[config.mk]
export PLATFORM = sky130hd
export DESIGN_NAME = regfile_wb_arbiter
export DESIGN_NICKNAME = d
export VERILOG_FILES = /design/src/rtl/regfile_wb_arbiter.sv
export SDC_FILE = /design/constraint.sdc
export NUM_CORES = 1
export LEC_CHECK = 0
export BUFFER_PORTS_ARGS = -buffer_cell sky130_fd_sc_hd__buf_2
export CAP_MARGIN = 20
export CORE_MARGIN = 10
export CORE_UTILIZATION = 45
export CTS_CLUSTER_SIZE = 25
export DETAILED_ROUTE_END_ITERATION = 8
export PLACE_DENSITY_LB_ADDON = 0.08
export SLEW_MARGIN = 20
export SYNTH_ARGS = -nofsm -noshare
export SYNTH_HDL_FRONTEND = slang
export SYNTH_SLANG_ARGS = --single-unit
[constraint.sdc]
create_clock -name Clk -period 1.8 [get_ports Clk]
set_clock_uncertainty 0.15 [all_clocks]
set_input_delay 0.36 -clock Clk [delete_from_list [all_inputs] [get_ports Clk]]
set_output_delay 0.36 -clock Clk [all_outputs]
set_load 0.01 [all_outputs]
[src/rtl/regfile_wb_arbiter.sv]
// Register-file write-port arbiter between pipeline writeback (WB) and the multiply/divide unit (MD),
// with starvation protection for MD and a busy scoreboard of in-flight MD destinations.
module regfile_wb_arbiter #(
  parameter int STARVE_LIMIT = 4,
  parameter int CNT_W        = 4
) (
  input  logic        Clk,
  input  logic        Reset,
  input  logic        WbWrite,
  input  logic [4:0]  WbReg,
  input  logic [31:0] WbData,
  input  logic        MdValid,
  input  logic [4:0]  MdReg,
  input  logic [31:0] MdData,
  output logic        MdReady,
  input  logic        MdIssue,
  input  logic [4:0]  MdIssueReg,
  input  logic [4:0]  QueryReg1,
  input  logic [4:0]  QueryReg2,
  output logic        Hazard1,
  output logic        Hazard2,
  output logic        WbStall,
  output logic        WbDrop,
  output logic        RegWrite,
  output logic [4:0]  WriteReg,
  output logic [31:0] WriteData
);

  typedef enum logic [1:0] {IDLE, WAIT, FORCE} state_t;

  localparam logic [CNT_W-1:0] LIMIT = CNT_W'(STARVE_LIMIT);

  state_t            state_q, state_d;
  logic [CNT_W-1:0]  cnt_q, cnt_d, cnt_inc;
  logic [31:0]       busy_q, busy_d;
  logic              reg_write_q, reg_write_d;
  logic [4:0]        write_reg_q, write_reg_d;
  logic [31:0]       write_data_q, write_data_d;
  logic              wb_drop_q, wb_drop_d;
  logic              grant_md, grant_wb;

  always_ff @(posedge Clk) begin
    if (Reset) begin
      state_q      <= IDLE;
      cnt_q        <= '0;
      busy_q       <= '0;
      reg_write_q  <= 1'b0;
      write_reg_q  <= '0;
      write_data_q <= '0;
      wb_drop_q    <= 1'b0;
    end else begin
      state_q      <= state_d;
      cnt_q        <= cnt_d;
      busy_q       <= busy_d;
      reg_write_q  <= reg_write_d;
      write_reg_q  <= write_reg_d;
      write_data_q <= write_data_d;
      wb_drop_q    <= wb_drop_d;
    end
  end

  assign cnt_inc = cnt_q + 1'b1;

  // The counter tracks consecutive cycles MD lost to WB; reaching the limit forces one MD grant.
  always_comb begin
    state_d   = state_q;
    cnt_d     = cnt_q;
    grant_md  = 1'b0;
    grant_wb  = 1'b0;
    wb_drop_d = 1'b0;
    case (state_q)
      IDLE: begin
        if (MdValid && !WbWrite) begin
          grant_md = 1'b1;
        end else if (MdValid) begin
          grant_wb = 1'b1;
          cnt_d    = CNT_W'(1);
          state_d  = (STARVE_LIMIT == 1) ? FORCE : WAIT;
        end else begin
          grant_wb = WbWrite;
        end
      end
      WAIT: begin
        if (!MdValid) begin
          grant_wb = WbWrite;
          cnt_d    = '0;
          state_d  = IDLE;
        end else if (!WbWrite) begin
          grant_md = 1'b1;
          cnt_d    = '0;
          state_d  = IDLE;
        end else begin
          grant_wb = 1'b1;
          cnt_d    = cnt_inc;
          if (cnt_inc == LIMIT) state_d = FORCE;
        end
      end
      FORCE: begin
        grant_md  = MdValid;
        wb_drop_d = WbWrite;
        cnt_d     = '0;
        state_d   = IDLE;
      end
      default: begin
        cnt_d   = '0;
        state_d = IDLE;
      end
    endcase
  end

  // Register 0 still completes its grant but never raises the write enable or a busy bit.
  always_comb begin
    MdReady      = grant_md;
    WbStall      = (state_q == FORCE);
    Hazard1      = busy_q[QueryReg1] && (QueryReg1 != 5'd0);
    Hazard2      = busy_q[QueryReg2] && (QueryReg2 != 5'd0);
    reg_write_d  = 1'b0;
    write_reg_d  = write_reg_q;
    write_data_d = write_data_q;
    if (grant_md) begin
      reg_write_d  = (MdReg != 5'd0);
      write_reg_d  = MdReg;
      write_data_d = MdData;
    end else if (grant_wb) begin
      reg_write_d  = (WbReg != 5'd0);
      write_reg_d  = WbReg;
      write_data_d = WbData;
    end
    busy_d = busy_q;
    if (grant_md) busy_d[MdReg] = 1'b0;
    if (MdIssue && (MdIssueReg != 5'd0)) busy_d[MdIssueReg] = 1'b1;
  end

  assign RegWrite  = reg_write_q;
  assign WriteReg  = write_reg_q;
  assign WriteData = write_data_q;
  assign WbDrop    = wb_drop_q;

endmodule

==> metrics.yaml, run 1 <==
max-vdd-ir-drop_uv: 519
antenna_violations_before_repair: 0
violations: "negative setup slack"
dominant_cells_by_area_after_synthesis: "dfxtp_1 39%, nand2_1 8.5%, a21oi_1 7.2%"
reg2reg_setup_slack_ns: 0.16
via_count: 4126
crit_fanout: 2
internal_power_component_mw: 3.02
outcome: "finished, violations left"
row_count: 33
gp_routability_congestion: 0.930
p_clk_share_pct: 39.3
initial_utilization_pct: 46.7
netlist_area_sq_mm: 0.00387
power.static_leakage_nw: 2.19
ys_seq_area_share_pct: 39.3
wl_per_cell_microns: 18.4
cts_tree: "yes"
comb_power_share_pct: 16.4
power_switching_share_pct: 25.8
post-route-drc-count: 0
period_needed_ns: 2.28
slew_headroom_pct: 67.2
clockBufferDepth: 2
root_buffer: "clkbuf_8"
fp.dieH_microns: 113
hold_end: "WriteData[2]"
first_iter_violations: 336
r2r_start: "state_q[1]"
grt_start_max_net_pins: 73
finalWorstSetupSlack_ns: -0.483
maxClockFrequency_mhz: 438
crit_buf_inv: 1
timing.critical_path.from_type: "flip-flop"
netlist_instances: 457
r2r_end: "WriteData[27]"
clk_transition_reported_paths_ns: 0.08
h-tree-depth: 3
r2r.worst_path.cells: 6
avg_synthesized_cell_area_sq_um: 8.48
power.density_cell_area_mw_per_mm2: 795
first_global_vias: 4174
max_stage_delay_ns: 0.45
proportion_of_layout_cells_with_a_drive_suffix_above_1_pct: 35.7
pin_count: 137
hold_viol_final: 0
firstDrtPassIters: 5
hold_crit_path_type: "input port to flip-flop"
full_die_area_sq_mm: 0.0127
synthDominantCellAreaShare_pct: 39.3
holdPathStages: 3
fill_cells: 759
timing.final.max_slew_violations: 0
fin_cells: 716
grt_usage_pct: 20.0
fp.dieW_microns: 113
wirelength_microns: 13200
port_buffers: 136
clk_latency_ns: 0.35
timing.critical_path.required_ns: 1.29
route.antenna.remaining_nets: 0
synth-warning-count: 0
clock_sink_count: 76
synth.largest_area_cell: "dfxtp_1"
area_delta_synth_final_pct: 32.4
placed_cells_incl_taps: 698
globalRoute.totalOverflow: 0
grt_pass1_wl_microns: 21400
route.detailed.vias_per_inst: 5.76
pre_cts_setup_slack_ns: -0.423
postSynth.asyncResetShare_pct: 0
finalNetCount: 702
worst_pin_slew_ns: 0.479
path_delay_family: "compound AO/OA/AOI/OAI gates"
arrival_time_worst_endpoint_ns: 1.77
synth-edff-count: 0
rsz0062_at_grt: "yes"
ctsHoldBuffers: 0
final-setup-viol-count: 2
synthDistinctLibCells: 56
post_synthesis_sequential_element_count: 76
timing.max_cap.violations: 0
end_kind: "output port"
min-delay-start: "MdData[2]"
cts-buffers-inserted: 9
switching_power_mw: 1.05
core_area_sq_mm: 0.00830
ys.flop_type: "dfxtp_1"
n_antenna_cell: 0
crit_chain: "mux4_2 > o22a_1 > a22oi_2 > o211ai_1 > buf_2"
slowest_stage_cell_cp: "mux4_2"
dpl.hpwl_microns: 9970
postSynthNetCount: 553
setup.worst_path.class: "flip-flop to output port"
critPathLaunch: "busy_q[27]"
seq_power_share_pct: 44.2
fin_crit_sh_pct: 127
how the worst max path moves through the flow:
stage | end | cells after the start | slack [ns]
2_1_floorplan | Hazard2 | 5 | -0.04
3_3_place_gp | Hazard1 | 6 | -0.33
3_5_place_dp | Hazard1 | 6 | -0.42
4_1_cts | Hazard1 | 5 | -0.52
5_1_grt | Hazard1 | 5 | -0.53
6_report | Hazard1 | 5 | -0.48
timing repair:
action / 4_1_cts / 5_1_grt
setup endpoints to repair: 3 / 3
pin swaps: 2 / 0
setup buffers: 2 / 0
resized for setup: 8 / 4
synthesized netlist by cell type, types with 3 or more instances:
cell type	n
dfxtp_1	76
nor2_1	23
a311oi_1	7
o21ai_0	33
a311oi_2	4
or2_2	3
nand2_1	88
nor2b_1	9
nand3_1	6
a21oi_1	56
buf_2	15
inv_1	4
mux2i_1	12
mux4_2	6
a222oi_1	5
nand2b_1	8
nor3_1	3
mux2_2	5
buf_6	3
nand4_1	7
clkbuf_1	13
o221ai_1	23
nor3b_1	4
nand4b_1	4
through the flow:
| stage | hold WS (ns) | cell area (sq um) | util (%) | power [mW] | setup TNS (ns) |
|---|---|---|---|---|---|
| finish | 0.118 | 5130 | 61.8 | 4.08 | -0.919 |
| global route | 0.107 | 5130 | 61.8 | 4.25 | -1.05 |
| CTS | 0.108 | 5110 | 61.6 | 4.09 | -0.960 |
| detailed placement | 0.293 | 4840 | 58.4 | 2.50 | -0.744 |
| global placement | 0.285 | 4840 | 58.4 | 2.49 | -0.631 |
| floorplan | 0.309 | 3880 | - | 2.18 | -0.0710 |
cells by family after synthesis:
family	after synthesis	share of synthesized area, %
mux	25	9.30
compound gates	147	25.0
simple gates	168	20.7
fa+ha+maj	2	0.646
buf+inv	39	5.04
flops	76	39.3
cells in the final DEF (no fill, tap or decap), types with 7 or more instances in the layout:
master	n
a21oi_1	56
a311oi_1	7
buf_2	135
buf_4	30
clkbuf_8	10
dfxtp_1	71
mux2i_1	12
mux4_2	7
nand2_1	88
nand2b_1	8
nand4_1	7
nor2_1	23
nor2b_1	9
o21ai_0	33
o221ai_1	23
power groups by stage:
stage / combinational (mW) / sequential [mW] / clock (mW)
3_3_place_gp: 0.650 / 1.84 / 0
6_report: 0.670 / 1.80 / 1.60
5_1_grt: 0.738 / 1.81 / 1.70
3_5_place_dp: 0.661 / 1.84 / 0
2_1_floorplan: 0.314 / 1.87 / 0
4_1_cts: 0.670 / 1.80 / 1.62
routing by layer:
layer | part of all wire, % | wire length, microns | up-vias | GRT usage [%]
met5 | 0 | 0 | - | 0
met4 | 2.0 | 263 | 0 | 8.12
met3 | 10 | 1350 | 21 | 7.71
met2 | 46 | 6080 | 184 | 31.2
met1 | 41 | 5460 | 1940 | 24.2
li1 | - | - | 1981 | -
worst reg2reg max path: cells and delay by family, from the launching register on:
family | cells | cell delay (ns)
buffers and inverters | 2 | 0.30
and+or+nand+nor | 1 | 0.10
DFF | 1 | 0.37
muxes | 1 | 0.26
AOI/OAI and AO/OA | 2 | 0.35
layout make-up:
cell class / count / area (sq um) / area share [%]
clock buffers: 10 / 138 / 2.68
clock inverters: 6 / 111 / 2.17
inverters: 5 / 26.3 / 0.512
multi-input cells: 342 / 2160 / 42.1
flip-flops and latches: 76 / 1530 / 29.8
well taps: 105 / 131 / 2.56
repair buffers: 172 / 1030 / 20.1
sequential cells by signal (all words and copies together) (netlist names):
name,cells
WriteData,32
WriteReg,5
busy_q,31
cnt_q,4
RegWrite,1
state_q,2
WbDrop,1
Power figures use the tool's default switching activity.
==> inputs of run 2 (changes only) <==
--- a/config.mk
+++ b/config.mk
@@ -7,8 +7,10 @@
 export LEC_CHECK = 0
 export BUFFER_PORTS_ARGS = -buffer_cell sky130_fd_sc_hd__buf_2
 export CAP_MARGIN = 20
+export CELL_PAD_IN_SITES_DETAIL_PLACEMENT = 1
+export CELL_PAD_IN_SITES_GLOBAL_PLACEMENT = 2
 export CORE_MARGIN = 10
-export CORE_UTILIZATION = 45
+export CORE_UTILIZATION = 25
 export CTS_CLUSTER_SIZE = 25
 export DETAILED_ROUTE_END_ITERATION = 8
 export PLACE_DENSITY_LB_ADDON = 0.08
==> constraint.sdc (replaced) <==
create_clock -name Clk -period 1.8 [get_ports Clk]
set_clock_uncertainty 0.15 [all_clocks]
set_input_delay 0.18 -clock Clk [delete_from_list [all_inputs] [get_ports Clk]]
set_output_delay 0.18 -clock Clk [all_outputs]
set_load 0.01 [all_outputs]
==> run 2 against run 1 <==
The flow still finishes with violations (negative setup slack). Fmax grew 10%. Clock power hardly changed. First-iteration DRC count decreased by 44%. Core utilization decreased by 26 points. Design area up 6.6%. Sequential power about the same. Combinational power grew 11%. Final cell count increased by 14%. Sequential share of layout area decreased by 1.8 points. Flip-flop and latch count stayed put. Count of clock-buffer cells in the layout unchanged. Non-clock buffer count up 18. Critical endpoint unchanged.
==> metrics.yaml, run 2 (same netlist as run 1, synthesis figures left out) <==
outcome: "finished, violations left"
violations: "negative setup slack"
initial_utilization_pct: 25.5  # -21 points
critPathCapture: "Hazard1"
port_buffers: 136  # unchanged
full_die_area_sq_mm: 0.0209  # +64%
finalWorstSetupSlack_ns: -0.268  # +0.214 ns
crit_fanout: 3  # +1
arrival_time_worst_endpoint_ns: 1.74  # -0.03 ns
timing.critical_path.required_ns: 1.47  # +0.18 ns
route.detailed.vias_per_inst: 5.06  # -12%
hold_viol_final: 0  # unchanged
reg2reg_setup_slack_ns: 0.10  # -0.06 ns
r2r_end: "busy_q[28]"
clockBufferDepth: 2  # unchanged
first_iter_violations: 187  # -44%
core_area_sq_mm: 0.0152  # +83%
globalRoute.totalOverflow: 0  # unchanged
period_needed_ns: 2.07  # -0.214 ns
clk_transition_reported_paths_ns: 0.06  # -0.02 ns
pin_count: 137  # unchanged
slew_headroom_pct: 66.6  # -0.67 points
fill_cells: 1832  # +140%
layout.cells.most_common: "buf_2"
grt_usage_pct: 15.1  # -4.9 points
wirelength_microns: 15700  # +19%
hold_crit_path_type: "input port to flip-flop"
cts_tree: "yes"
h-tree-depth: 3  # unchanged
pre_cts_setup_slack_ns: -0.0462  # +0.377 ns
report.power.total_mw: 4.18  # +2.6%
dpl_cell_area_sq_mm: 0.00487  # +0.49%
timing.critical_path.from_type: "flip-flop"
first_global_vias: 4522  # +8.3%
r2r_start: "state_q[1]"
mostFrequentLayoutCells: "136 x buf_2, 88 x nand2_1, 67 x dfxtp_1, 56 x a21oi_1, 24 x dlygate4sd3_1"
grt_start_max_net_pins: 56  # -23%
row_count: 45  # +36%
wl_per_cell_microns: 19.2  # +4.5%
layout.cell_area.non_filler_sq_mm: 0.00547  # +6.6%
power.static_leakage_nw: 2.26  # +3.2%
rsz0062_at_grt: "yes"
clk_latency_ns: 0.34  # about the same
critPathLaunch: "busy_q[26]"
clock_sink_count: 76  # unchanged
gp_routability_congestion: 0.802  # -14%
fp.dieW_microns: 144  # +28%
final-setup-viol-count: 2  # unchanged
worst_pin_slew_ns: 0.500  # +0.0214 ns
fin_crit_sh_pct: 115  # -12 points
area_delta_synth_final_pct: 41.2
root_buffer: "clkbuf_16"
power.density_cell_area_mw_per_mm2: 765  # -3.8%
end_kind: "output port"
setup.worst_path.class: "flip-flop to output port"
via_count: 4134  # +0.19%
antenna_violations_before_repair: 1  # +1
route.antenna.remaining_nets: 0  # unchanged
finalNetCount: 720  # +2.6%
maxClockFrequency_mhz: 484  # +10%
fp.dieH_microns: 144  # +28%
r2r.worst_path.cells: 6  # unchanged
whs_ns: 0.0203  # -0.0979 ns
firstDrtPassIters: 4  # -1
post-route-drc-count: 0  # unchanged
largest_register_ffs: 32  # unchanged
proportion_of_layout_cells_with_a_drive_suffix_above_1_pct: 34.2  # -1.4 points
dpl.hpwl_microns: 11800  # +18%
tns_ns: -0.471  # +0.449 ns
grt_pass1_wl_microns: 24500  # +14%
timing.final.max_slew_violations: 0  # unchanged
timing.max_cap.violations: 0  # unchanged
cts-buffers-inserted: 9  # unchanged
max-vdd-ir-drop_uv: 400  # -23%
## run 2: changes by cell type in the layout (fill, tap and decap cells not counted), sizes merged
cell	previous run	this run
dlygate4sd3	0	24
buf	172	166
bufinv	3	0
clkinv	2	3
clkinvlp	1	2
diode	0	1
## run 2: routing by layer
layer	wire length (microns)	up-vias	track usage [%]	part of all wire [%]
li1	-	2024	-	-
met1	6530	1971	17.1	42
met2	7630	115	25.1	49
met3	1180	24	5.41	7.5
met4	347	0	6.17	2.2
met5	0	-	0	0
## run 2: layout make-up
type,count,area [sq um],share of cell area [%]
tap,188,235,4.30
timing repair buffer,190,1240,22.6
sequential,76,1530,28.0
antenna,1,2.50,0.0457
inverter,5,26.3,0.480
clock inverter,5,30.0,0.549
clock buffer,10,229,4.19
multi-input combinational,342,2180,39.8
## run 2: per-stage QoR
| stage | util, % | instances |
|---|---|---|
| 4_1_cts | 35.8 | 814 |
| 3_3_place_gp | 32.0 | 769 |
| 5_1_grt | 36.0 | 817 |
| 2_1_floorplan | - | 457 |
| 3_5_place_dp | 32.0 | 769 |
| 6_report | 36.0 | 817 |
## run 2: worst min path at each step
stage	start	end	slack, ns	cells after the start
2_1_floorplan	MdData[0]	WriteData[0]	0.19	2
3_3_place_gp	WriteData[14]	WriteData[14]	0.29	2
3_5_place_dp	WriteData[22]	WriteData[22]	0.29	2
4_1_cts	MdReg[0]	WriteReg[0]	0.005	3
5_1_grt	MdData[11]	WriteData[11]	0.03	3
6_report	MdReg[0]	WriteReg[0]	0.02	3
## run 2: what timing repair did
| item | 4_1_cts | 5_1_grt |
|---|---|---|
| gates cloned | 0 | 0 |
| gates resized for setup | 20 | 9 |
| hold buffers | 24 | 0 |
| pin swaps | 6 | 0 |
| endpoints found under the setup margin | 3 | 14 |
| hold endpoints to repair | 14 | 0 |
| buffers inserted | 6 | 2 |
## run 2: worst max-delay path, stage by stage, from the launching register on
cell and delay [ns]:
dfxtp_2 0.33, mux4_2 0.45, o22a_1 0.22, a22oi_2 0.15
o211ai_1 0.09, buf_2 0.16
## run 2: report_power, final
| group | leakage [nW] | internal, mW | switching [mW] | total, mW |
|---|---|---|---|---|
| clock | 0.124 | 0.918 | 0.715 | 1.63 |
| combinational | 1.50 | 0.345 | 0.399 | 0.745 |
| sequential | 0.629 | 1.76 | 0.0435 | 1.81 |
==> inputs of run 3 (changes only) <==
==> constraint.sdc (replaced) <==
create_clock -name Clk -period 1.9 [get_ports Clk]
set_clock_uncertainty 0.15 [all_clocks]
set_input_delay 0.19 -clock Clk [delete_from_list [all_inputs] [get_ports Clk]]
set_output_delay 0.19 -clock Clk [all_outputs]
set_load 0.01 [all_outputs]
==> run 3 against run 2 <==
The flow still finishes with violations (negative setup slack). First-iteration DRC count decreased by 6.4%. Clock power about the same. Sequential power decreased by 6%. Global-route usage decreased by 0.56 points. Die area unchanged. Flip-flop and latch count unchanged. Power decreased by 2.8%. Count of clock-buffer cells in the layout increased by 2. Design area decreased by 0.62%. Combinational power decreased by 7.2%. Critical path type unchanged. Largest cell class unchanged.
==> metrics.yaml, run 3 (same netlist as run 1, synthesis figures left out) <==
root_buffer: "clkbuf_16"
initial_utilization_pct: 25.5  # unchanged
cts_tree: "yes"
met3_usage_pct: 5.31  # -0.098 points
finalNetCount: 717  # -0.42%
hold_viol_final: 0  # unchanged
violations: "negative setup slack"
slew_headroom_pct: 66.4  # -0.14 points
end_kind: "output port"
grt_pass1_wl_microns: 23500  # -3.9%
finalWorstSetupSlack_ns: -0.200  # +0.0677 ns
arrival_time_worst_endpoint_ns: 1.76  # +0.02 ns
largest_register_ffs: 32  # unchanged
pre_cts_setup_slack_ns: -0.0242  # +0.0221 ns
tns_ns: -0.322  # +0.149 ns
mostFrequentLayoutCells: "136 x buf_2, 88 x nand2_1, 68 x dfxtp_1, 56 x a21oi_1, 33 x o21ai_0"
proportion_of_layout_cells_with_a_drive_suffix_above_1_pct: 34.0  # -0.21 points
antenna_violations_before_repair: 1  # unchanged
rsz0062_at_grt: "yes"
global_route.usage.met2_pct: 25.2  # +0.048 points
via_count: 4114  # -0.48%
route.detailed.vias_per_inst: 5.05  # -0.24%
timing.critical_path.from_type: "flip-flop"
max-vdd-ir-drop_uv: 399  # -0.22%
fin_crit_sh_pct: 111
clk_latency_ns: 0.34  # about the same
area_delta_synth_final_pct: 40.3
reg2reg_setup_slack_ns: 0.15  # +0.05 ns
worst_pin_slew_ns: 0.502  # +0.00216 ns
hold_crit_path_type: "input port to flip-flop"
crit_fanout: 3  # unchanged
fp.dieH_microns: 144  # unchanged
fp.dieW_microns: 144  # unchanged
layout.cell_area.non_filler_sq_mm: 0.00544  # -0.62%
power.density_cell_area_mw_per_mm2: 748  # -2.2%
outcome: "finished, violations left"
met1_usage_pct: 16.0  # -1.1 points
layout.cells.most_common: "buf_2"
pin_count: 137  # unchanged
grt_usage_pct: 14.5  # -0.56 points
clockBufferDepth: 2  # unchanged
first_global_vias: 4382  # -3.1%
grt.busiest_layer: "met2"
timing.critical_path.required_ns: 1.56  # +0.09 ns
power.static_leakage_nw: 2.24  # -0.74%
h-tree-depth: 3  # unchanged
grt_start_max_net_pins: 42  # -25%
wl_per_cell_microns: 18.9  # -1.7%
setup.worst_path.class: "flip-flop to output port"
firstDrtPassIters: 5  # +1
full_die_area_sq_mm: 0.0209  # unchanged
timing.max_cap.violations: 0  # unchanged
dpl_cell_area_sq_mm: 0.00483  # -0.87%
first_iter_violations: 175  # -6.4%
post-route-drc-count: 0  # unchanged
cts-buffers-inserted: 9  # unchanged
dpl.hpwl_microns: 11800  # -0.27%
port_buffers: 136  # unchanged
final-setup-viol-count: 2  # unchanged
core_area_sq_mm: 0.0152  # unchanged
clock_sink_count: 76  # unchanged
clk_transition_reported_paths_ns: 0.06  # about the same
row_count: 45  # unchanged
route.antenna.remaining_nets: 0  # unchanged
timing.final.max_slew_violations: 0  # unchanged
period_needed_ns: 2.10
maxClockFrequency_mhz: 476
wirelength_microns: 15400  # -1.9%
globalRoute.totalOverflow: 0  # unchanged
gp_routability_congestion: 0.868  # +8.2%
## run 3: cell types whose count changed in the layout (fill, tap and decap cells not counted), sizes merged
| cell | delta |
|---|---|
| clkinv | -1 |
| dlygate4sd3 | -1 |
| clkbuf | +2 |
| buf | -2 |
## run 3: power by group
| part | switching (mW) | total (mW) | internal, mW | leakage, nW |
|---|---|---|---|---|
| Clock | 0.700 | 1.66 | 0.964 | 0.135 |
| Combinational | 0.373 | 0.691 | 0.318 | 1.48 |
| Sequential | 0.0411 | 1.71 | 1.67 | 0.628 |
## run 3: what timing repair did
item / CTS / global route
setup endpoints to repair: 4 / 8
setup buffers: 0 / 5
hold buffers: 23 / 0
pin swaps: 4 / 3
resized for setup: 10 / 7
hold endpoints to repair: 14 / 0
## run 3: worst max-delay path: stages (launching register included)
cell and delay [ns]:
dfxtp_2 0.32, mux4_2 0.46, o22a_1 0.22, a22oi_2 0.16, o211ai_1 0.11, buf_2 0.16
## run 3: final cells by class
class                   count  area, sq um
fillers                  1814         9770
multi-input cells         342         2180
flip-flops and latches     76         1530
repair buffers            187         1170
clock buffers              12          256
well taps                 188          235
clock inverters             4         32.5
inverters                   5         31.3
diodes                      1         2.50
## run 3: path summary, 6_finish.rpt
path,cells past startpoint,to,from
hold reg to reg,2,WriteData[10],WriteData[10]
setup / recovery,5,Hazard1,busy_q[27]
hold / removal,3,WriteReg[1],MdReg[1]
setup reg to reg,7,WriteReg[3],state_q[1]
## run 3: metrics by stage
step                      hold slack (ns)  utilization [%]  instances  total power, mW
after global placement              0.286             31.7        770             2.38
after global routing               0.0362             35.8        815             4.27
after CTS                         0.00757             35.3        809             4.12
final                              0.0227             35.8        815             4.07
after detailed placement            0.292             31.7        770             2.39
after floorplan                     0.199                -        457             2.06
## run 3: per-layer routing
| layer | part of all wire (%) | wire length [microns] |
|---|---|---|
| met4 | 1.3 | 194 |
| met2 | 51 | 7830 |
| met5 | 0 | 0 |
| met1 | 41 | 6270 |
| met3 | 7.1 | 1090 |
